==> config.mk <==
export PLATFORM = sky130hd
export DESIGN_NAME = ia_packet_rx_flat
export DESIGN_NICKNAME = d
export VERILOG_FILES = /design/src/rtl/ia_packet_rx_if.sv /design/src/rtl/ia_packet_rx.sv /design/src/flat_wrapper.sv
export SDC_FILE = /design/constraint.sdc
export NUM_CORES = 1
export LEC_CHECK = 0
export ABC_AREA = 0
export CORE_MARGIN = 5
export CORE_UTILIZATION = 61
export DETAILED_ROUTE_END_ITERATION = 10
export GPL_ROUTABILITY_DRIVEN = 0
export PLACE_DENSITY_LB_ADDON = 0.1
export SLEW_MARGIN = 5
export SYNTH_ARGS = -nofsm -noshare
export SYNTH_HDL_FRONTEND = slang
export SYNTH_SLANG_ARGS = --single-unit
==> constraint.sdc <==
create_clock -name clk -period 3.2 [get_ports clk]
set_input_delay 0.96 -clock clk [delete_from_list [all_inputs] [get_ports clk]]
set_output_delay 0.96 -clock clk [all_outputs]
set_load 0.03 [all_outputs]
==> src/rtl/ia_packet_rx_if.sv <==
// Byte-stream and scene-update signals between the UART receiver, the packet
// assembler and the register-file write decoder.
interface ia_packet_rx_if;
   logic [7:0] rx_data;
   logic       rx_valid;
   logic [5:0] idx;
   logic       update_reg;
   logic       pc_ready;
   logic       busy;
   logic       err_csum;
   logic       err_timeout;

   // master: the byte source side; slave: the packet assembler
   modport master (
      output rx_data, rx_valid,
      input  idx, update_reg, pc_ready, busy, err_csum, err_timeout
   );

   modport slave (
      input  rx_data, rx_valid,
      output idx, update_reg, pc_ready, busy, err_csum, err_timeout
   );
endinterface

==> src/rtl/ia_packet_rx.sv <==
// Frames the UART byte stream into scene packets: SYNC, N_BYTES payload bytes
// (each strobed out with its index), then an 8-bit additive checksum.
module ia_packet_rx #(
   parameter int         N_BYTES     = 55,
   parameter logic [7:0] SYNC_BYTE   = 8'hA5,
   parameter int         TIMEOUT_CYC = 1000000,
   parameter int         TO_W        = 20
) (
   input  logic          clk,
   input  logic          reset,
   ia_packet_rx_if.slave bus
);

   typedef enum logic [1:0] {IDLE, PAYLOAD, CHECK} state_t;

   localparam logic [5:0]      LAST_IDX  = 6'(N_BYTES - 1);
   localparam logic [TO_W-1:0] TIMER_MAX = TO_W'(TIMEOUT_CYC - 1);

   state_t          state, state_next;
   logic [5:0]      cnt, cnt_next;
   logic [7:0]      sum, sum_next;
   logic [TO_W-1:0] timer, timer_next;

   logic [5:0] idx_q, idx_next;
   logic       update_q, update_next;
   logic       pc_ready_q, pc_ready_next;
   logic       busy_q, busy_next;
   logic       err_csum_q, err_csum_next;
   logic       err_timeout_q, err_timeout_next;

   logic sync_hit;
   logic timed_out;

   assign sync_hit  = bus.rx_valid && (bus.rx_data == SYNC_BYTE);
   // An arriving byte always beats an expiring timer.
   assign timed_out = !bus.rx_valid && (timer == TIMER_MAX);

   // State and all registered outputs
   always_ff @(posedge clk) begin
      // NOTE: sequential state uses non-blocking assignments so every register samples pre-edge values.
      if (reset) begin
         state         <= IDLE;
         cnt           <= '0;
         sum           <= '0;
         timer         <= '0;
         idx_q         <= '0;
         update_q      <= 1'b0;
         pc_ready_q    <= 1'b0;
         busy_q        <= 1'b0;
         err_csum_q    <= 1'b0;
         err_timeout_q <= 1'b0;
      end else begin
         state         <= state_next;
         cnt           <= cnt_next;
         sum           <= sum_next;
         timer         <= timer_next;
         idx_q         <= idx_next;
         update_q      <= update_next;
         pc_ready_q    <= pc_ready_next;
         busy_q        <= busy_next;
         err_csum_q    <= err_csum_next;
         err_timeout_q <= err_timeout_next;
      end
   end

   // Next-state logic
   always_comb begin
      state_next = state;
      unique case (state)
         IDLE: begin
            if (sync_hit) state_next = PAYLOAD;
         end
         PAYLOAD: begin
            if (bus.rx_valid) begin
               if (cnt == LAST_IDX) state_next = CHECK;
            end else if (timed_out) begin
               state_next = IDLE;
            end
         end
         CHECK: begin
            if (bus.rx_valid || timed_out) state_next = IDLE;
         end
         default: state_next = IDLE;
      endcase
   end

   // Datapath and output next values
   always_comb begin
      // NOTE: every comb-assigned signal gets a default first, so no path can infer a latch.
      cnt_next         = cnt;
      sum_next         = sum;
      timer_next       = '0;
      idx_next         = idx_q;
      update_next      = 1'b0;
      pc_ready_next    = 1'b0;
      err_csum_next    = 1'b0;
      err_timeout_next = 1'b0;
      busy_next        = (state_next != IDLE);

      unique case (state)
         IDLE: begin
            if (sync_hit) begin
               cnt_next = '0;
               sum_next = '0;
            end
         end
         PAYLOAD: begin
            if (bus.rx_valid) begin
               update_next = 1'b1;
               idx_next    = cnt;
               sum_next    = sum + bus.rx_data;
               cnt_next    = cnt + 6'd1;
            end else if (timed_out) begin
               err_timeout_next = 1'b1;
            end else begin
               timer_next = timer + TO_W'(1);
            end
         end
         CHECK: begin
            if (bus.rx_valid) begin
               pc_ready_next = (bus.rx_data == sum);
               err_csum_next = (bus.rx_data != sum);
            end else if (timed_out) begin
               err_timeout_next = 1'b1;
            end else begin
               timer_next = timer + TO_W'(1);
            end
         end
         default: ;
      endcase
   end

   assign bus.idx         = idx_q;
   assign bus.update_reg  = update_q;
   assign bus.pc_ready    = pc_ready_q;
   assign bus.busy        = busy_q;
   assign bus.err_csum    = err_csum_q;
   assign bus.err_timeout = err_timeout_q;

endmodule

==> src/flat_wrapper.sv <==
// flat-port wrapper written by rule: the top's interface ports become plain ports
module ia_packet_rx_flat 
#(
   parameter int         N_BYTES     = 55,
   parameter logic [7:0] SYNC_BYTE   = 8'hA5,
   parameter int         TIMEOUT_CYC = 1000000,
   parameter int         TO_W        = 20
)
  (clk, reset, bus_rx_data, bus_rx_valid, bus_idx, bus_update_reg, bus_pc_ready, bus_busy, bus_err_csum, bus_err_timeout);
  ia_packet_rx_if bus_i ();
  input  logic clk;
  input  logic reset;
  input wire logic [$bits(bus_i.rx_data)-1:0] bus_rx_data;
  input wire logic [$bits(bus_i.rx_valid)-1:0] bus_rx_valid;
  output wire logic [$bits(bus_i.idx)-1:0] bus_idx;
  output wire logic [$bits(bus_i.update_reg)-1:0] bus_update_reg;
  output wire logic [$bits(bus_i.pc_ready)-1:0] bus_pc_ready;
  output wire logic [$bits(bus_i.busy)-1:0] bus_busy;
  output wire logic [$bits(bus_i.err_csum)-1:0] bus_err_csum;
  output wire logic [$bits(bus_i.err_timeout)-1:0] bus_err_timeout;
  assign bus_i.rx_data = bus_rx_data;
  assign bus_i.rx_valid = bus_rx_valid;
  assign bus_idx = bus_i.idx;
  assign bus_update_reg = bus_i.update_reg;
  assign bus_pc_ready = bus_i.pc_ready;
  assign bus_busy = bus_i.busy;
  assign bus_err_csum = bus_i.err_csum;
  assign bus_err_timeout = bus_i.err_timeout;
  ia_packet_rx #(.N_BYTES(N_BYTES), .SYNC_BYTE(SYNC_BYTE), .TIMEOUT_CYC(TIMEOUT_CYC), .TO_W(TO_W)) u_core (.clk(clk), .reset(reset), .bus(bus_i));
endmodule
### After elaboration in Yosys (flattened, before gate mapping)

Index checks and enable logic that the tools add are counted.

| word-level totals | value |
|---|---|
| bits in registers | 47 |
| latch bits | 0 |
| bits in writable memories | 0 |
| ROM bits | 0 |
| input port bits | 11 |
| output and inout port bits | 11 |
| logic and storage cells | 54 |
| memories kept | 0 |

| cells by class | value |
|---|---|
| add/subtract/negate cells | 3 |
| multiply operators | 0 |
| div/mod/pow operators | 0 |
| order comparisons | 0 |
| equal/unequal tests | 9 |
| shift operators | 0 |
| multiplexer cells | 14 |
| bitwise gates (word level) | 4 |
| reductions and logical operators | 14 |

Operator list:

| kind | number |
|---|---|
| $add 20x1->20 const B | 1 |
| $eq 20x20->1 const B | 1 |
| $mux 8 | 2 |
| $pmux 8 s2 | 1 |
| $mux 6 | 2 |
| $pmux 6 s2 | 1 |
| $mux 2 | 5 |
| $add 8x8->8 | 1 |
| $eq 8x8->1 | 1 |
| $eq 8x8->1 const B | 1 |
| $ne 8x8->1 | 1 |
| $add 6x1->6 const B | 1 |
| $eq 6x6->1 const B | 1 |
| $pmux 2 s3 | 1 |
| $reduce_or 3->1 | 2 |
| $not 1->1 | 4 |
| $reduce_bool 2->1 | 2 |
| $reduce_or 2->1 | 2 |
| $reduce_or 4->1 | 1 |
| $reduce_and 3->1 | 1 |
| $eq 2x1->1 const B | 1 |
| $eq 2x2->1 const B | 1 |
| $logic_and 1x1->1 | 2 |
| $logic_not 2->1 | 1 |
| 6 further kinds | 7 |

### Longest topological paths before layout

Gate-level depths: netlist (run 1).

| logic depth | value |
|---|---|
| depth in word-level cells | 6 |
| gate-level depth with buffers | 9 |
| mapped depth without buffers | 8 |

### Worst setup path before layout (run 1)

No wires, ideal clock.

| timing | value |
|---|---|
| kind | in2reg |
| start | input bus_rx_data[0] |
| end | register u_core.sum[6] |
| setup time | 129 ps |
| arrival time | 2357 ps |
| required time | 3071 ps |
| setup slack | 713 ps |
| stages on the path | 8 |
| path buffers | 0 |
| cell sequence | ha_1 > fa_1 > a21o_1 > a21oi_1 > o21bai_1 > a21oi_1 > xor2_1 > o31ai_1 |

| between the ends | value |
|---|---|
| cells in the longest elaborated chain, start to end | 4 |
| elaborated cells between the ends (all ways) | 7 |
| those cells by class | 1 x add/sub; 2 x eq/ne; 2 x mux; 2 x reduce/logical |

RTL lines:

| element | line | RTL |
|---|---|---|
| start: declaration | flat_wrapper.sv:13 | `input wire logic [$bits(bus_i.rx_data)-1:0] bus_rx_data;` |
| parallel branches: the longest is 4 deep, another holds $add 8x8->8 | n/a |  |
| end signal: assignment | ia_packet_rx.sv:55 | `sum <= sum_next;` |
| end: declaration | ia_packet_rx.sv:21 | `logic [7:0] sum, sum_next;` |

Parallel ways; which one is timed is not known. The select of a mux whose other input is x is not followed.
A chain may end at the register's enable or synchronous reset.

### Final worst setup path (run 1)

| timing | value |
|---|---|
| start | input bus_rx_data[1] |
| end | register u_core.sum[7] |

Same word-level chain as after synthesis.

==> metrics.csv, run 1 <==
metric;value;unit
critPathMaxFanout;3;
slew_viol_final;0;
worstSetupEndpointType;register;
rsz0062_at_grt;false;
firstDrtPassIters;4;
fin_crit_sh;87.1;%
cts_htree_levels;2;
synthTopCellsByArea;dfxtp_1 (40%), ha_1 (7.5%), xor2_1 (6.8%);
path_clk_slew;80;ps
synthArstFlopShare;0;%
n_antenna_cell;0;
wl;4.61;mm
leakage;0.996;nW
area_delta_synth_final;16.1;%
drc_errors;0;
synthCells;265;
drt_iter0_drc;104;
cts_sinks;47;
max_cap_viol_count;0;
root_buffer;clkbuf_8;
fmax;359;MHz
yosysWarnings;0;
fin_tns_setup;0;ps
syn_nets;291;
largestRegisters;u_core.timer (20), u_core.sum (8);
hold_depth;2;
synth_seq_area_share;40.4;%
power;1.00;mW
yosysMostFrequentCell;dfxtp_1;
cts_resized;0;
viasPerCell;5.62;
dp_slack;127;ps
cp_data_required_time;3390;ps
powerDensity;371;nW/um2
largest_reg_flops;20;
cp-start-kind;input port;
regMostFlops;u_core.timer;
whs;456;ps
numCtsBuffers;5;
post-cts-setup-buffer-count;0;
die_w;71.8;um
ys_seq_elements;47;
yosys.area.top_type;dfxtp_1;
clockBufferDepth;2;
arrival;2980;ps
worstSetupPathType;in -> reg;
hold_path_class;reg -> reg;
core;3690;um2
rr_startpoint;u_core.timer[0]$_SDFF_PP0_;
rrSetupSlack;980;ps
hold_viol_final;0;
tightest_slew;776;ps
grt_pass1_wl;7.60;mm
yosysUniqueCellTypes;48;
overflow;0;
syn_area;2330;um2
setup_violations;0;
synth_top_area_share;40.4;%
fillers;297;
synthTopCellsByCount;dfxtp_1 (47), nor2_1 (37), nand2_1 (26);
die_h;71.8;um
hold_end;u_core.bus.idx[4]$_SDFFE_PP0P_;
dpl.hpwl;3.33;mm
rr_endpoint;u_core.bus.busy$_SDFF_PP0_;
final_core_util;73.4;%
clk_latency;290;ps
worst_r2r_path_depth;7;
fin_nets;318;
synth_ff_type;dfxtp_1;
antenna_found_initial;0;
min_period;2790;ps
grt_max_degree;22;
avgSynthCellArea;8.80;um2
post_drt_wl_per_cell;13.5;um
cp-startpoint;bus_rx_data[1];
io_pins;22;
track_usage;17.9;%
outcome;finished, final reports clean;
io_buffers;21;
multiInputGateArea;1310;um2
ant_nets;0;
slew_headroom;47.8;%
dr_total_vias;1915;
initial_core_util;63.2;%
die_area;5160;um2
grt_pass1_vias;1756;
cts_tree;yes;
drive_gt1_share;8.53;%
holdBufCountCts;0;
worst_slack;414;ps
rows;22;
hp-start;u_core.bus.idx[4]$_SDFFE_PP0P_;
skew;6.42;ps
synth_edf_count;0;
ff_latch_area;941;um2
ir_worst_vdd;0.000374;V
## layer usage
layer | vias to the layer above | routed length, um | track usage [%]
met5 | - | 0 | 0
met4 | 0 | 97 | 5.85
met3 | 12 | 205 | 3.93
met2 | 47 | 2150 | 30.5
met1 | 888 | 2160 | 22.5
li1 | 968 | - | -
## where the power goes
group	internal [mW]	switching, mW	leakage [nW]
logic	0.0230	0.0238	0.570
clock network	0.176	0.197	0.0474
registers	0.584	0.0000665	0.378
## worst max-delay path, cell delays in order
cell and delay [ps]:
clkdlybuf4s50_1 480, ha_1 350, a21oi_1 210, o211ai_1 160, o41ai_1 340, xnor2_1 190, a21oi_1 100, a32o_1 200
## worst max path at each step
| stage | end | slack (ps) |
|---|---|---|
| 4_1_cts | u_core.sum[6]$_SDFFE_PP0P_ | 430 |
| 2_1_floorplan | u_core.sum[6]$_SDFFE_PP0P_ | 710 |
| 6_report | u_core.sum[7]$_SDFFE_PP0P_ | 410 |
| 5_1_grt | u_core.sum[7]$_SDFFE_PP0P_ | 270 |
| 3_3_place_gp | u_core.sum[7]$_SDFFE_PP0P_ | 200 |
| 3_5_place_dp | u_core.sum[6]$_SDFFE_PP0P_ | 130 |
## layout by cell type (no fill, tap or decap), types with 2 or more instances in the layout
| cell | count |
|---|---|
| dfxtp_1 | 47 |
| nor2_1 | 37 |
| nand2_1 | 26 |
| clkdlybuf4s50_1 | 21 |
| nand3_1 | 19 |
| xor2_1 | 18 |
| a21oi_1 | 17 |
| ha_1 | 14 |
| inv_1 | 10 |
| xnor2_1 | 10 |
| nand4_1 | 8 |
| buf_4 | 7 |
| clkbuf_8 | 6 |
| nor4_1 | 5 |
| and3_1 | 4 |
| nor3_1 | 3 |
| nor3b_1 | 3 |
| nor4bb_1 | 2 |
| a21o_1 | 2 |
| a31oi_1 | 2 |
| nand2_2 | 2 |
| nand3b_1 | 2 |
| a22oi_1 | 2 |
## cells by family (layout without fill, tap and decap cells)
| logic type | count (synthesis) | count (layout) | synth area share [%] |
|---|---|---|---|
| AND/OR/NAND/NOR | 120 | 120 | 25.6 |
| flip-flops | 47 | 47 | 40.4 |
| AO/OA/AOI/OAI | 37 | 37 | 11.6 |
| XOR/XNOR | 28 | 28 | 10.5 |
| buffers and inverters | 18 | 46 | 3.60 |
| adder cells (fa/ha/maj) | 15 | 15 | 8.37 |
## area by class of cell
cell class	count	share of cell area (%)
clock buffers	6	3.05
clock inverters	2	0.601
inverters	10	1.39
multi-input cells	200	48.3
flip-flops and latches	47	34.8
well taps	48	2.22
repair buffers	28	9.71
## metrics by stage
step | area (um2) | std cells
2_1_floorplan | 2330 | 265
5_1_grt | 2710 | 341
3_3_place_gp | 2610 | 333
4_1_cts | 2710 | 341
6_report | 2710 | 341
3_5_place_dp | 2610 | 333
(Power assumes the default switching activity.)
==> run 2, diff against run 1 <==
--- a/config.mk
+++ b/config.mk
@@ -11,7 +11,6 @@
 export DETAILED_ROUTE_END_ITERATION = 10
 export GPL_ROUTABILITY_DRIVEN = 0
 export PLACE_DENSITY_LB_ADDON = 0.1
-export SLEW_MARGIN = 5
 export SYNTH_ARGS = -nofsm -noshare
 export SYNTH_HDL_FRONTEND = slang
 export SYNTH_SLANG_ARGS = --single-unit
==> results of run 2 <==
Final layout, timing and power as in run 1 (identical DEF).
